==> config.mk <==
export PLATFORM = sky130hd
export DESIGN_NAME = uart_tx
export DESIGN_NICKNAME = d
export VERILOG_FILES = /design/src/rtl/uart_pkg.sv /design/src/rtl/tx_baud_gen.sv /design/src/rtl/uart_tx.sv
export SDC_FILE = /design/constraint.sdc
export NUM_CORES = 1
export LEC_CHECK = 0
export ABC_CLOCK_PERIOD_IN_PS = 2700
export BUFFER_PORTS_ARGS = -buffer_cell sky130_fd_sc_hd__buf_2
export CAP_MARGIN = 15
export CORE_MARGIN = 2
export CORE_UTILIZATION = 57
export DETAILED_ROUTE_END_ITERATION = 8
export PLACE_DENSITY = 0.8
export SLEW_MARGIN = 10
export SYNTH_ARGS = -nofsm -noshare
export SYNTH_HDL_FRONTEND = slang
export SYNTH_SLANG_ARGS = --single-unit
export TNS_END_PERCENT = 5
==> constraint.sdc <==
create_clock -name clk -period 2.7 [get_ports clk]
set_input_delay 0.54 -clock clk [delete_from_list [all_inputs] [get_ports clk]]
set_output_delay 0.54 -clock clk [all_outputs]
set_load 0.02 [all_outputs]
==> src/rtl/uart_pkg.sv <==
// Shared UART definitions: transmitter state encoding and default frame geometry,
// used by both the transmitter and the receiver.
package uart_pkg;

    localparam int DEF_WIDTH        = 8;
    localparam int DEF_CLKS_PER_BIT = 16;

    typedef enum logic [1:0] {
        IDLE  = 2'd0,
        START = 2'd1,
        DATA  = 2'd2,
        STOP  = 2'd3
    } tx_state_t;

endpackage

==> src/rtl/tx_baud_gen.sv <==
// Bit-period counter for the UART transmitter: counts 0..CLKS_PER_BIT-1 and flags
// the last cycle of each serial bit. Clearing restarts the period from zero.
module tx_baud_gen
    import uart_pkg::*;
#(
    parameter int CLKS_PER_BIT = DEF_CLKS_PER_BIT
) (
    input  logic clk,
    input  logic reset,
    input  logic clear,
    output logic bit_end
);

    localparam int CW = $clog2(CLKS_PER_BIT);
    localparam logic [CW-1:0] LAST = CW'(CLKS_PER_BIT - 1);

    logic [CW-1:0] count;

    always_ff @(posedge clk) begin
        if (!reset || clear) begin
            count <= '0;
        end else if (count == LAST) begin
            count <= '0;
        end else begin
            count <= count + 1'b1;
        end
    end

    assign bit_end = (count == LAST);

endmodule

==> src/rtl/uart_tx.sv <==
// UART transmitter: accepts a word on a valid/ready handshake and serialises it as
// start bit, WIDTH data bits (LSB first) and stop bit, each CLKS_PER_BIT clocks long.
module uart_tx
    import uart_pkg::*;
#(
    parameter int WIDTH        = DEF_WIDTH,
    parameter int CLKS_PER_BIT = DEF_CLKS_PER_BIT
) (
    input  logic             clk,
    input  logic             reset,
    input  logic [WIDTH-1:0] tx_data,
    input  logic             tx_valid,
    output logic             tx_ready,
    output logic             tx,
    output logic             busy,
    output logic             done
);

    localparam int BW = $clog2(WIDTH + 1);

    tx_state_t        state, state_next;
    logic [WIDTH-1:0] shreg, shreg_next;
    logic [BW-1:0]    bit_cnt, bit_cnt_next;
    logic             tx_next, done_next;
    logic             accept, bit_end;

    assign tx_ready = (state == IDLE);
    assign busy     = (state != IDLE);
    assign accept   = tx_valid && tx_ready;

    // Clearing on acceptance phase-aligns every bit boundary to the accepting edge.
    tx_baud_gen #(
        .CLKS_PER_BIT(CLKS_PER_BIT)
    ) u_baud (
        .clk    (clk),
        .reset  (reset),
        .clear  (accept),
        .bit_end(bit_end)
    );

    always_ff @(posedge clk) begin
        if (!reset) begin
            state   <= IDLE;
            shreg   <= '0;
            bit_cnt <= '0;
            tx      <= 1'b1;
            done    <= 1'b0;
        end else begin
            state   <= state_next;
            shreg   <= shreg_next;
            bit_cnt <= bit_cnt_next;
            tx      <= tx_next;
            done    <= done_next;
        end
    end

    always_comb begin
        state_next   = state;
        shreg_next   = shreg;
        bit_cnt_next = bit_cnt;
        case (state)
            IDLE: begin
                if (accept) begin
                    state_next   = START;
                    shreg_next   = tx_data;
                    bit_cnt_next = '0;
                end
            end
            START: begin
                if (bit_end) state_next = DATA;
            end
            DATA: begin
                if (bit_end) begin
                    shreg_next   = shreg >> 1;
                    bit_cnt_next = bit_cnt + 1'b1;
                    if (bit_cnt_next == BW'(WIDTH)) state_next = STOP;
                end
            end
            STOP: begin
                if (bit_end) state_next = IDLE;
            end
            default: state_next = IDLE;
        endcase
    end

    // tx is registered, so it is computed from the state being entered.
    always_comb begin
        tx_next   = 1'b1;
        done_next = (state == STOP) && (state_next == IDLE);
        case (state_next)
            START:   tx_next = 1'b0;
            DATA:    tx_next = shreg_next[0];
            default: tx_next = 1'b1;
        endcase
    end

endmodule

-- After elaboration in Yosys (flattened, before gate mapping)
Index checks and enable logic that the tools add are counted.
- memories: 0
- latch bits: 0
- output and inout port bits: 4
- register bits after elaboration: 20
- ROM bits: 0
- memory bits (writable): 0
- multiplexer cells: 13
- equality and inequality tests: 9
- multiply operators: 0
- reduce and logical (&&, ||, !) cells: 10
- bitwise gates (word level): 0
- magnitude comparators: 0
- shifts and indexed selects: 0
- add/sub/neg operators: 2
- divide/modulo/power cells: 0
- operators by type and width (kind ; count):
    $mux 8 ; 2
    $pmux 8 s2 ; 1
    $mux 2 ; 5
    $add 4x1->4 const B ; 2
    $eq 4x4->1 const B ; 2
    $mux 4 ; 2
    $pmux 2 s4 ; 1
    $pmux 4 s2 ; 1
    $eq 2x2->1 const B ; 3
    $eq 2x1->1 const B ; 2
    $logic_not 2->1 ; 2
    $reduce_bool 2->1 ; 2
    $reduce_and 3->1 ; 1
    $logic_and 1x1->1 ; 2
    $ne 2x1->1 const B ; 1
    $ne 2x2->1 const B ; 1
    $pmux 1 s2 ; 1
    $reduce_or 2->1 ; 1
    $logic_not 1->1 ; 1
    $logic_or 1x1->1 ; 1

-- Depth between registers and ports, before layout
- word-level depth: 7
- gate-level depth with buffers: 6
- mapped depth without buffers: 5

-- By module
Synthesis repeated with hierarchy kept, for this count alone.
- cells, all modules: 95
- area, all modules: 867.1 µm²
- modules (own cells, without submodules) (module ; area each (µm²) ; times used ; cells each):
    uart_tx ; 704.4 ; 1 ; 80
    tx_baud_gen ; 162.7 ; 1 ; 15

-- Least setup slack after synthesis
OpenSTA, ideal clock, no wires.
- path type: reg-to-output
- from: register state[1]
- to: output port busy
- slack: 1.054 ns
- stages on the path, launching flop included: 4
- arrival: 1.106 ns
- cells stage by stage: dfxtp_1 > buf_4 > nor2_1 > inv_1
- cells in the longest elaborated chain, start to end: 1
- ends and longest elaborated chain (element ; line ; text):
    start, declared ; uart_tx.sv:21 ; tx_state_t state, state_next;
    start signal, assigned ; uart_tx.sv:49 ; state <= state_next;
    $reduce_bool 2->1 ; uart_tx.sv:28 ; assign busy = (state != IDLE);
    end, declared ; uart_tx.sv:15 ; output logic busy,
No other way between the ends.

-- Worst setup path in the final report
Same ends and word-level chain as after synthesis.

==> results.toml <==
[critical_path]
cp-end-kind = "output port"
critPathLaunchType = "register"
cp.required_ps = 2160
crit_type = "reg -> out"
arrival_ps = 1430
critPathMaxFanout = 15

[clocking]
clock_path_buffers = 2
postCtsHoldBufs = 0
post_cts_resized = 0
root_buffer = "clkbuf_4"
cts_setup_buffers = 0
cts_tree = "done"
clock_latency_ps = 300
clkTransAtPathRegs_ps = 100
cts_buffers = 3
cts.sinks = 20
htreeDepth = 1

[layout]
drive_gt1_share_pct = 19.66
final_cells = 133
areaGrowthSynthToFinish_pct = 9.973
nets = 131
antenna_cells = 0

[drt]
vias = 765
top_layer = "met4"
wl_met1_um = 791
first_pass_iters = 4
dr_wl_met3_um = 92
drc = 0
route.met2.wl_um = 774
vias_per_cell = 5.752
drtIter0Drc = 19
drtAntennaViolNets = 0
wl_per_cell_um = 12.68
finalWirelength_mm = 1.687

[timing]
slew_viol_final = 0
finalWorstSetupSlack_ps = 727.2
min_period_ps = 1973
relSlewSlack_pct = 58.20
fmax_mhz = 506.9
fin_skew_ps = 5.750
worst_pin_slew_ps = 626.2
rsz0062_at_grt = "no"
hold_viol = 0
setup_tns_ps = 0
min_period_over_period_pct = 73.07
setup_viol = 0

[grt]
antenna_found_initial = 0
grt_pass1_wl_mm = 2.884
track_usage_pct = 19.86
globalRouteOverflowTotal = 0
grt_pass1_vias = 699
grt_max_degree = 16

[floorplan]
start_util_pct = 60.92
ios = 15
fp.dieH_um = 44.36
rows = 14
dieArea_sq_um = 1967
core_sq_um = 1524
fp.dieW_um = 44.36

[synthesis]
yosys-top-cells-area = "dfxtp_1 43%, a22oi_1 6.5%, a21oi_1 4.9%"
yosys_warnings = 0
synth_cells = 103
syn_avg_cell_area_sq_um = 9.013
synth_top_family_by_area = "simple AND/OR/NAND/NOR gates"
synth-simple-area-share_pct = 25.88
syn-cell-area_sq_um = 928.4
synthArstFlopShare_pct = 0
synthFlopType = "dfxtp_1"
synth-seq-cells = 20
synth_fa_ha_area_share_pct = 2.695
synth_xor_area_share_pct = 3.774
synth_nets = 116
synth.most_common_cell = "dfxtp_1"
synthTopCellsByCount = "20 x dfxtp_1, 11 x nor2_1, 10 x nand2_1"
yosysSeqAreaShare_pct = 43.13
synth_edf_count = 0
yosysTopAreaCell = "dfxtp_1"
yosys.cell_types.count = 33
synth_top_area_share_pct = 43.13
synth-compound-area-share_pct = 16.31
muxShareOfSynthArea_pct = 3.369

[pwr]
p_per_area_nw_per_um2 = 528.1
peakVddDrop_uv = 409.0
leakage_nw = 0.4082

[placement]
place_inst = 129
place_ws_ps = 1085
hpwl_mm = 1.235
port_buffers = 14
gp_routability_congestion = 0.8879

[flow_run]
maxCapViolations = 0

[worst_hold_path]
min_path_type = "reg -> reg"

[status]
status = "finished clean"
## layer usage
| layer | track usage (%) | up-vias |
|---|---|---|
| li1 | - | 390 |
| met1 | 26.21 | 354 |
| met2 | 31.47 | 17 |
| met3 | 3.673 | 4 |
| met4 | 9.091 | 0 |
| met5 | 0 | - |
## worst paths after layout
kind	start	endpoint	slack (ps)	cells past startpoint
setup reg to reg	u_baud.count[0]$_SDFF_PP0_	tx$_SDFF_PN1_	1110	5
hold reg to reg	u_baud.count[0]$_SDFF_PP0_	u_baud.count[0]$_SDFF_PP0_	460	1
setup / recovery	state[1]$_SDFF_PN0_	busy	730	3
hold / removal	u_baud.count[0]$_SDFF_PP0_	u_baud.count[0]$_SDFF_PP0_	460	1
## placed cells by master, fill, tap and decap left out, types with 2 or more instances in the layout
cell type / netlist / final
a21oi_1: 9 / 9
a22oi_1: 8 / 8
and2_1: 3 / 3
buf_2: 0 / 14
clkbuf_4: 0 / 3
dfxtp_1: 20 / 20
ha_1: 2 / 2
inv_1: 3 / 3
mux2i_1: 2 / 2
nand2_1: 10 / 10
nand2b_1: 2 / 2
nand3_1: 6 / 6
nand4_1: 2 / 2
nor2_1: 11 / 11
nor3_1: 2 / 2
xor2_1: 3 / 3
## registers in the layout (all words and copies together) (netlist names)
name / flops
done: 1
bit_cnt: 4
shreg: 8
tx: 1
u_baud.count: 4
state: 2
## per-stage QoR
stage / hold slack (ps) / power (mW) / instance area (sq um) / util, %
2_1_floorplan: 417.6 / 0.3589 / 928.4 / -
3_5_place_dp: 446.7 / 0.3756 / 984.7 / 64.61
6_report: 463.3 / 0.5391 / 1021 / 67.00
4_1_cts: 460.6 / 0.5457 / 1021 / 67.00
3_3_place_gp: 433.5 / 0.3743 / 984.7 / 64.61
5_1_grt: 476.6 / 0.5667 / 1021 / 67.00
## where the power goes
group	internal (mW)	switching, mW	leakage (nW)
Combinational	0.0237	0.0293	0.224
Sequential	0.307	0.00895	0.163
Clock	0.0822	0.0881	0.0210
## area by class of cell
type,instances,area (sq um)
Fill cell,135,503.0
Multi-Input combinational cell,76,483.0
Sequential cell,20,400.4
Timing Repair Buffer,14,70.07
Clock buffer,4,36.28
Tap cell,16,20.02
Inverter,3,11.26
## cells by family after synthesis
group,after synthesis
buf+inv,7
flops,20
mux,3
fa+ha+maj,2
xor+xnor,4
simple gates,44
compound gates,23
## critical path, cell delays in order, from the launching register on
cell and delay (ps):
dfxtp_1 730, nor2_1 170, inv_1 80, buf_2 150
Note: power is estimated with default switching activity, not from simulation.
